==> src/rtl/key_arbiter.sv <==
// Pending-request latch and round-robin serialiser for edge-detected key pulses.
// Define KEY_ARB_FIXED_PRIO_EN for fixed lowest-index-first priority instead of round-robin.
module key_arbiter #(
  parameter int N_KEYS = 4,
  parameter int IDX_W  = 2,
  parameter int DROP_W = 8
) (
  input  logic              clk,
  input  logic              reset,
  input  logic [N_KEYS-1:0] key_pulse,
  output logic              out_valid,
  input  logic              out_ready,
  output logic [IDX_W-1:0]  out_key,
  output logic [N_KEYS-1:0] out_onehot,
  output logic [N_KEYS-1:0] pending,
  output logic [DROP_W-1:0] drop_count,
  input  logic              clr_drop
);

  localparam int CNT_W = $clog2(N_KEYS + 1);
  localparam int SUM_W = ((DROP_W > CNT_W) ? DROP_W : CNT_W) + 1;

  typedef enum logic {IDLE, OFFER} state_t;

  state_t              r_state, w_state_nxt;
  logic [IDX_W-1:0]    r_key;
  logic [N_KEYS-1:0]   r_pending;
  logic [DROP_W-1:0]   r_drop;
  logic [N_KEYS-1:0]   w_accept_vec, w_drop_vec;
  logic [IDX_W-1:0]    w_base, w_hi, w_lo, w_win;
  logic                w_hi_found;

  function automatic logic [CNT_W-1:0] popcount(input logic [N_KEYS-1:0] v);
    logic [CNT_W-1:0] s;
    s = '0;
    for (int i = 0; i < N_KEYS; i++) s = s + CNT_W'(v[i]);
    return s;
  endfunction

  function automatic logic [DROP_W-1:0] sat_add(input logic [DROP_W-1:0] a,
                                                input logic [CNT_W-1:0] b);
    logic [SUM_W-1:0] s;
    s = SUM_W'(a) + SUM_W'(b);
    if (s > SUM_W'({DROP_W{1'b1}})) return {DROP_W{1'b1}};
    return s[DROP_W-1:0];
  endfunction

`ifdef KEY_ARB_FIXED_PRIO_EN
  assign w_base = '0;
`else
  logic [IDX_W-1:0] r_rr_ptr;
  assign w_base = r_rr_ptr;

  always_ff @(posedge clk) begin
    if (reset)
      r_rr_ptr <= '0;
    else if (r_state == OFFER && out_ready)
      r_rr_ptr <= (r_key == IDX_W'(N_KEYS - 1)) ? '0 : r_key + 1'b1;
  end
`endif

  // Winner: lowest set bit at or above the base, else wrap to lowest set bit overall.
  always_comb begin
    w_hi       = '0;
    w_lo       = '0;
    w_hi_found = 1'b0;
    for (int j = N_KEYS - 1; j >= 0; j--) begin
      if (r_pending[j]) begin
        w_lo = IDX_W'(j);
        if (IDX_W'(j) >= w_base) begin
          w_hi       = IDX_W'(j);
          w_hi_found = 1'b1;
        end
      end
    end
    w_win = w_hi_found ? w_hi : w_lo;
  end

  always_comb begin
    out_onehot = '0;
    for (int i = 0; i < N_KEYS; i++)
      out_onehot[i] = (r_state == OFFER) && (r_key == IDX_W'(i));
  end

  assign out_valid    = (r_state == OFFER);
  assign out_key      = (r_state == OFFER) ? r_key : '0;
  assign pending      = r_pending;
  assign drop_count   = r_drop;
  assign w_accept_vec = out_onehot & {N_KEYS{out_ready}};
  assign w_drop_vec   = key_pulse & r_pending & ~w_accept_vec;

  always_comb begin
    w_state_nxt = r_state;
    case (r_state)
      IDLE:    if (r_pending != '0) w_state_nxt = OFFER;
      OFFER:   if (out_ready) w_state_nxt = IDLE;
      default: w_state_nxt = IDLE;
    endcase
  end

  always_ff @(posedge clk) begin
    if (reset) r_state <= IDLE;
    else       r_state <= w_state_nxt;
  end

  // Winner is captured only on the IDLE->OFFER transition so the offer stays stable.
  always_ff @(posedge clk) begin
    if (r_state == IDLE && r_pending != '0) r_key <= w_win;
  end

  always_ff @(posedge clk) begin
    if (reset) r_pending <= '0;
    else       r_pending <= (r_pending & ~w_accept_vec) | key_pulse;
  end

  always_ff @(posedge clk) begin
    if (reset || clr_drop) r_drop <= '0;
    else                   r_drop <= sat_add(r_drop, popcount(w_drop_vec));
  end

endmodule

==> config.mk <==
export PLATFORM = sky130hd
export DESIGN_NAME = key_arbiter
export DESIGN_NICKNAME = d
export VERILOG_FILES = /design/src/rtl/key_arbiter.sv
export SDC_FILE = /design/constraint.sdc
export NUM_CORES = 1
export LEC_CHECK = 0
export ABC_AREA = 1
export CORE_ASPECT_RATIO = 1.5
export CORE_MARGIN = 2
export CORE_UTILIZATION = 40
export DETAILED_ROUTE_END_ITERATION = 12
export DONT_BUFFER_PORTS = 1
export GPL_TIMING_DRIVEN = 0
export SYNTH_ARGS = -nofsm -noshare
export SYNTH_HDL_FRONTEND = slang
export SYNTH_SLANG_ARGS = --single-unit
==> constraint.sdc <==
create_clock -name clk -period 6.65 [get_ports clk]
set_input_delay 0 -clock clk [delete_from_list [all_inputs] [get_ports clk]]
set_output_delay 0 -clock clk [all_outputs]
set_load 0.05 [all_outputs]
# After elaboration in Yosys (flattened, before gate mapping)
# Index checks and enable logic that the tools add are counted.
[classes] add_sub_neg=5 n_lt_le_gt_ge=5 eq_ne=3 mux=30 bitwise=7 reduce_logical=9
[ops] operator="2-to-1 mux 2 bit" n=15
[ops] operator="bitwise AND 4 bit" n=4
[ops] operator="2-to-1 mux 8 bit" n=2
[ops] operator="2-to-1 mux 1 bit" n=12
[ops] operator="adder 8 x 3 -> 9 bit" n=1
[ops] operator="> comparator 9 x 8 -> 1 bit (second input constant)" n=1
[ops] operator="logical AND 1 bit" n=6
[ops] operator="== test 2 bit (second input constant)" n=2
[ops] operator=">= comparator 1 x 2 -> 1 bit (first input constant)" n=2
[ops] operator=">= comparator 2 bit (first input constant)" n=2
[ops] operator="inverter 4 bit" n=1
[ops] operator="bitwise OR 4 bit" n=1
[ops] operator="nonzero test 4 bit" n=1
[ops] operator="adder 2 x 1 -> 3 bit" n=1
[ops] operator="adder 3 x 1 -> 3 bit" n=1
[ops] operator="adder 1 x 1 -> 2 bit" n=1
[ops] operator="adder 2 x 1 -> 2 bit (second input constant)" n=1
[ops] operator="== test 2 x 1 -> 1 bit (second input constant)" n=1
[ops] operator="zero test 2 bit" n=1
[ops] operator="case mux 1 bit (2 select lines)" n=1
[ops] operator="logical OR 1 bit" n=1
[ops] operator="inverter 1 bit" n=1
[totals] regBits=17 inputBits=8 out_inout_bits=19 wordCells=64

# Depth between registers and ports, before layout
[logic_depth] word_depth=13 depth_mapped=15 ltp_nobuf=15

# Worst setup path before layout
# OpenSTA, ideal clock, no wires.
[synth_timing] path_type="register to register" start="register r_state, in the netlist out_valid" end="register r_drop[5], in the netlist drop_count[5]" setup_ns=0.065 t_arrival_ns=2.973 required_ns=6.585 path_slack_ns=3.613 path_stages_with_launch=15 path_buffers=1 period_less_slack_ns=3.037 cell_sequence="dfxtp_1 -> buf_2 -> nand2_1 -> inv_2 -> nand2_1 -> nand3_1 -> fa_1 -> fa_1 -> inv_1 -> fa_1 -> nand2_2 -> nand3b_4 -> nand2_1 -> nor2_1 -> nor2_1"
[synth_between] elab_chain_cells=12 elab_cells_between_ends=15 cone_classes="4 x add/sub; 1 x order compare; 3 x mux; 3 x bitwise; 4 x reduce/logical"
[synth_lines] item="start, declared" line_no="25" rtl="state_t r_state, w_state_nxt;"
[synth_lines] item="start signal, assigned" line_no="103" rtl="else r_state <= w_state_nxt;"
[synth_lines] item="logical AND 1 bit (*)" line_no="82" rtl="out_onehot[i] = (r_state == OFFER) && (r_key == IDX_W'(i));"
[synth_lines] item="named net out_onehot[0]" line_no="14" rtl="output logic [N_KEYS-1:0] out_onehot,"
[synth_lines] item="bitwise AND 4 bit (*)" line_no="89" rtl="assign w_accept_vec = out_onehot & {N_KEYS{out_ready}};"
[synth_lines] item="inverter 4 bit (*)" line_no="90" rtl="assign w_drop_vec = key_pulse & r_pending & ~w_accept_vec;"
[synth_lines] item="bitwise AND 4 bit (*)" line_no="90"
[synth_lines] item="adder 1 x 1 -> 2 bit (*)" line_no="36" rtl="for (int i = 0; i < N_KEYS; i++) s = s + CNT_W'(v[i]);"
[synth_lines] item="adder 2 x 1 -> 3 bit (*)" line_no="36"
[synth_lines] item="adder 3 x 1 -> 3 bit (*)" line_no="36"
[synth_lines] item="adder 8 x 3 -> 9 bit (*)" line_no="43" rtl="s = SUM_W'(a) + SUM_W'(b);"
[synth_lines] item="> comparator 9 x 8 -> 1 bit" line_no="44" rtl="if (s > SUM_W'({DROP_W{1'b1}})) return {DROP_W{1'b1}};"
[synth_lines] item="2-to-1 mux 1 bit" line_no="44"
[synth_lines] item="2-to-1 mux 1 bit" line_no="117" rtl="if (reset || clr_drop) r_drop <= '0;"
[synth_lines] item="2-to-1 mux 8 bit (*)" line_no="45" rtl="return s[DROP_W-1:0];"
[synth_lines] item="end signal, assigned" line_no="118" rtl="else r_drop <= sat_add(r_drop, popcount(w_drop_vec));"
[synth_lines] item="end, declared" line_no="28" rtl="logic [DROP_W-1:0] r_drop;"
# The timed path passes the listed nets; every way through them passes the cells marked *. The select of a mux whose other input is x is not followed.
# A chain may end at the register's enable or synchronous reset.

# Worst setup path in the final report
# Same ends and word-level chain as after synthesis.

==> flow_summary.toml <==
[route]
maxUsedRoutingLayer = "met4"
wl_mm = 2.02
via_count = 843
remaining_drc_errors = 0
drt_iter0_markers = 16
wl_met1_um = 790
dr.pass1.iters = 4
wl_per_cell_um = 12.2
vias_per_cell = 5.11
ant_nets = 0
wl_met3_um = 116
wl_met2_mm = 1.09

[logic_synthesis]
syn_inst = 128
yosysUniqueCellTypes = 23
yosys.area_share.adder_pct = 12.7
yosys_warnings = 0
synth_top_family_by_area = "simple AND/OR/NAND/NOR gates"
synthMuxAreaShare_pct = 0
syn_nets = 144
syn-cell-area_um2 = 962
synth_compound_area_share_pct = 10.5
yosysSeqAreaShare_pct = 37.5
syn_avg_cell_area_um2 = 7.52
synth-xor-area-share_pct = 1.82
yosys.area_share.simple_pct = 27.6
ys_ff_latch = 17

[critical_path]
start_kind = "register"
worstPathRequired_ps = 6880
cpPeakStageDelay_ps = 640
crit_arrival_ps = 3500
cp_cell_sequence = "buf_2 -> nand2_1 -> inv_2 -> nand2_1 -> nand3_1 -> fa_1 -> fa_1 -> inv_1 -> fa_1 -> nand2_2 -> nand3b_4 -> nand2_1 -> nor2_1 -> nor2_1"
critPathKind = "register to register"
worstSetupEndpointType = "register"
cp_max_fo = 9
crit_slowest_cell = "dfxtp_1"

[sta]
maxSlewHeadroom_pct = 54.2
hold_violations = 0
finalMaxSlewViolations = 0
final.setup.tns_ps = 0
rsz0062_at_grt = "no"
fin_crit_sh_pct = 49.2
setup_viol = 0
tightestPinTransition_ps = 686
skew_ps = 7.82
final.min_clock_period_ps = 3270
fmax_ghz = 0.305

[layout]
area_delta_synth_final_pct = 16.3
layout.cells.non_filler = 165
diodes = 0
finalNetCount = 159
drive_gt1_share_pct = 10.6

[global_routing]
grt_max_degree = 11
grt_pass1_vias = 821
antenna_found_initial = 0
grt_overflow = 0
grtUsageTotal_pct = 15.9
grt_pass1_wl_mm = 3.40

[clock_tree]
clock_latency_ps = 290
cts.path.max_buffers = 2
cts_root_buf = "clkbuf_4"
cts_resized = 0
path_clk_slew_ps = 100
cts_buffers = 3
clkSinkCount = 17
h-tree-depth = 1
cts_tree = "yes"

[pwr]
p_per_area_mw_per_mm2 = 212
vdd_drop_max_mv = 0.127
total_leakage_power_nw = 0.555
power_uw = 238

[floorplan]
initial_core_util_pct = 42.6
rows = 21
io_pins = 27
die_height_um = 64.1
coreArea_mm2 = 0.00226
dieArea_mm2 = 0.00282
fp.dieW_um = 44.0

[placed_design]
port_buffers = 0
dp.cells = 151
place_hpwl_mm = 1.57
gp_congestion = 0.783

[flow_run]
cap_viol_max_count = 0

[run_status]
outcome = "finished, final reports clean"

[worst_hold_path]
min_path_type = "input port to register"
## metrics by stage
step / setup WS (ps) / utilization, % / area [µm²] / hold slack [ps]
2_1_floorplan: 3610 / - / 962 / 72.4
4_1_cts: 3360 / 49.5 / 1120 / 66.0
6_report: 3380 / 49.5 / 1120 / 71.7
5_1_grt: 3130 / 49.5 / 1120 / 76.1
3_5_place_dp: 3370 / 43.9 / 991 / 75.1
3_3_place_gp: 3420 / 43.9 / 991 / 73.2
## area by class of cell
type	count	area (µm²)
clock buffers	3	22.5
multi-input cells	86	507
clock inverters	1	5.00
flip-flops and latches	17	360
inverters	24	90.1
plain buffers	1	5.00
fillers	239	1140
well taps	23	28.8
repair buffers	10	100
## layout by cell type (no fill, tap or decap), types with 3 or more instances in the layout
cell type      synthesis  layout
a21oi_1               12      12
clkbuf_4               0       3
dfxtp_1               15      15
dlygate4sd3_1          0      10
fa_1                   3       3
ha_1                   5       5
inv_1                 18      18
inv_2                  5       5
nand2_1               23      23
nand2_2                3       3
nand3_1               10      10
nor2_1                15      15
o21ai_1                3       3
## power breakdown
| part | total (mW) | internal (mW) | switching, mW |
|---|---|---|---|
| clock | 0.0545 | 0.0223 | 0.0322 |
| combinational | 0.0511 | 0.0175 | 0.0336 |
| sequential | 0.132 | 0.111 | 0.0206 |
| total | 0.238 | 0.151 | 0.0865 |
## flip-flops by register name (all words and copies together), names as in the netlist
name,cells
r_key,2
pending,4
out_valid,1
r_rr_ptr,2
drop_count,8
## worst paths after layout
path                startpoint             to  slack [ps]  depth (start not counted)
setup / recovery     out_valid  drop_count[5]        3380                         14
hold / removal    key_pulse[1]  drop_count[0]          70                          3
setup reg to reg     out_valid  drop_count[5]        3380                         14
hold reg to reg    r_rr_ptr[1]    r_rr_ptr[1]         550                          2
## cells in the mapped netlist
library cell	n	area share [%]
a21oi_1	12	6.2
a31oi_1	1	0.65
buf_2	1	0.52
clkinv_1	1	0.39
dfxtp_1	15	31
edfxtp_1	2	6.2
fa_1	3	6.2
ha_1	5	6.5
inv_1	18	7.0
inv_2	5	2.0
nand2_1	23	9.0
nand2_2	3	2.0
nand3_1	10	5.2
nand3b_4	1	2.1
nand4_1	1	0.65
nor2_1	15	5.9
nor2_4	1	1.2
nor3_1	2	1.0
nor4_1	1	0.65
o211a_1	1	1.0
o21ai_0	2	1.0
o21ai_1	3	1.6
xnor2_1	2	1.8
## worst max-delay path: cells and delay by family, from the launching register on
family | cells | cell delay (ps)
buffers and inverters | 3 | 580
AND/OR/NAND/NOR | 8 | 880
flip-flops | 1 | 640
adder cells (fa/ha/maj) | 3 | 1110
## cells by family after synthesis
group           after synthesis
flops                        17
fa+ha+maj                     8
compound gates               19
xor+xnor                      2
buf+inv                      25
simple gates                 57
## what timing repair did
item,4_1_cts,5_1_grt
hold endpoints to repair,15,0
setup buffers,0,0
hold buffers,10,0
## layer usage
| metal | vias up | track usage, % |
|---|---|---|
| li1 | 436 | - |
| met4 | 0 | 7.95 |
| met1 | 385 | 16.6 |
| met2 | 20 | 28.5 |
| met3 | 2 | 3.39 |
| met5 | - | 0 |
Note: power is estimated with default switching activity, not from simulation.
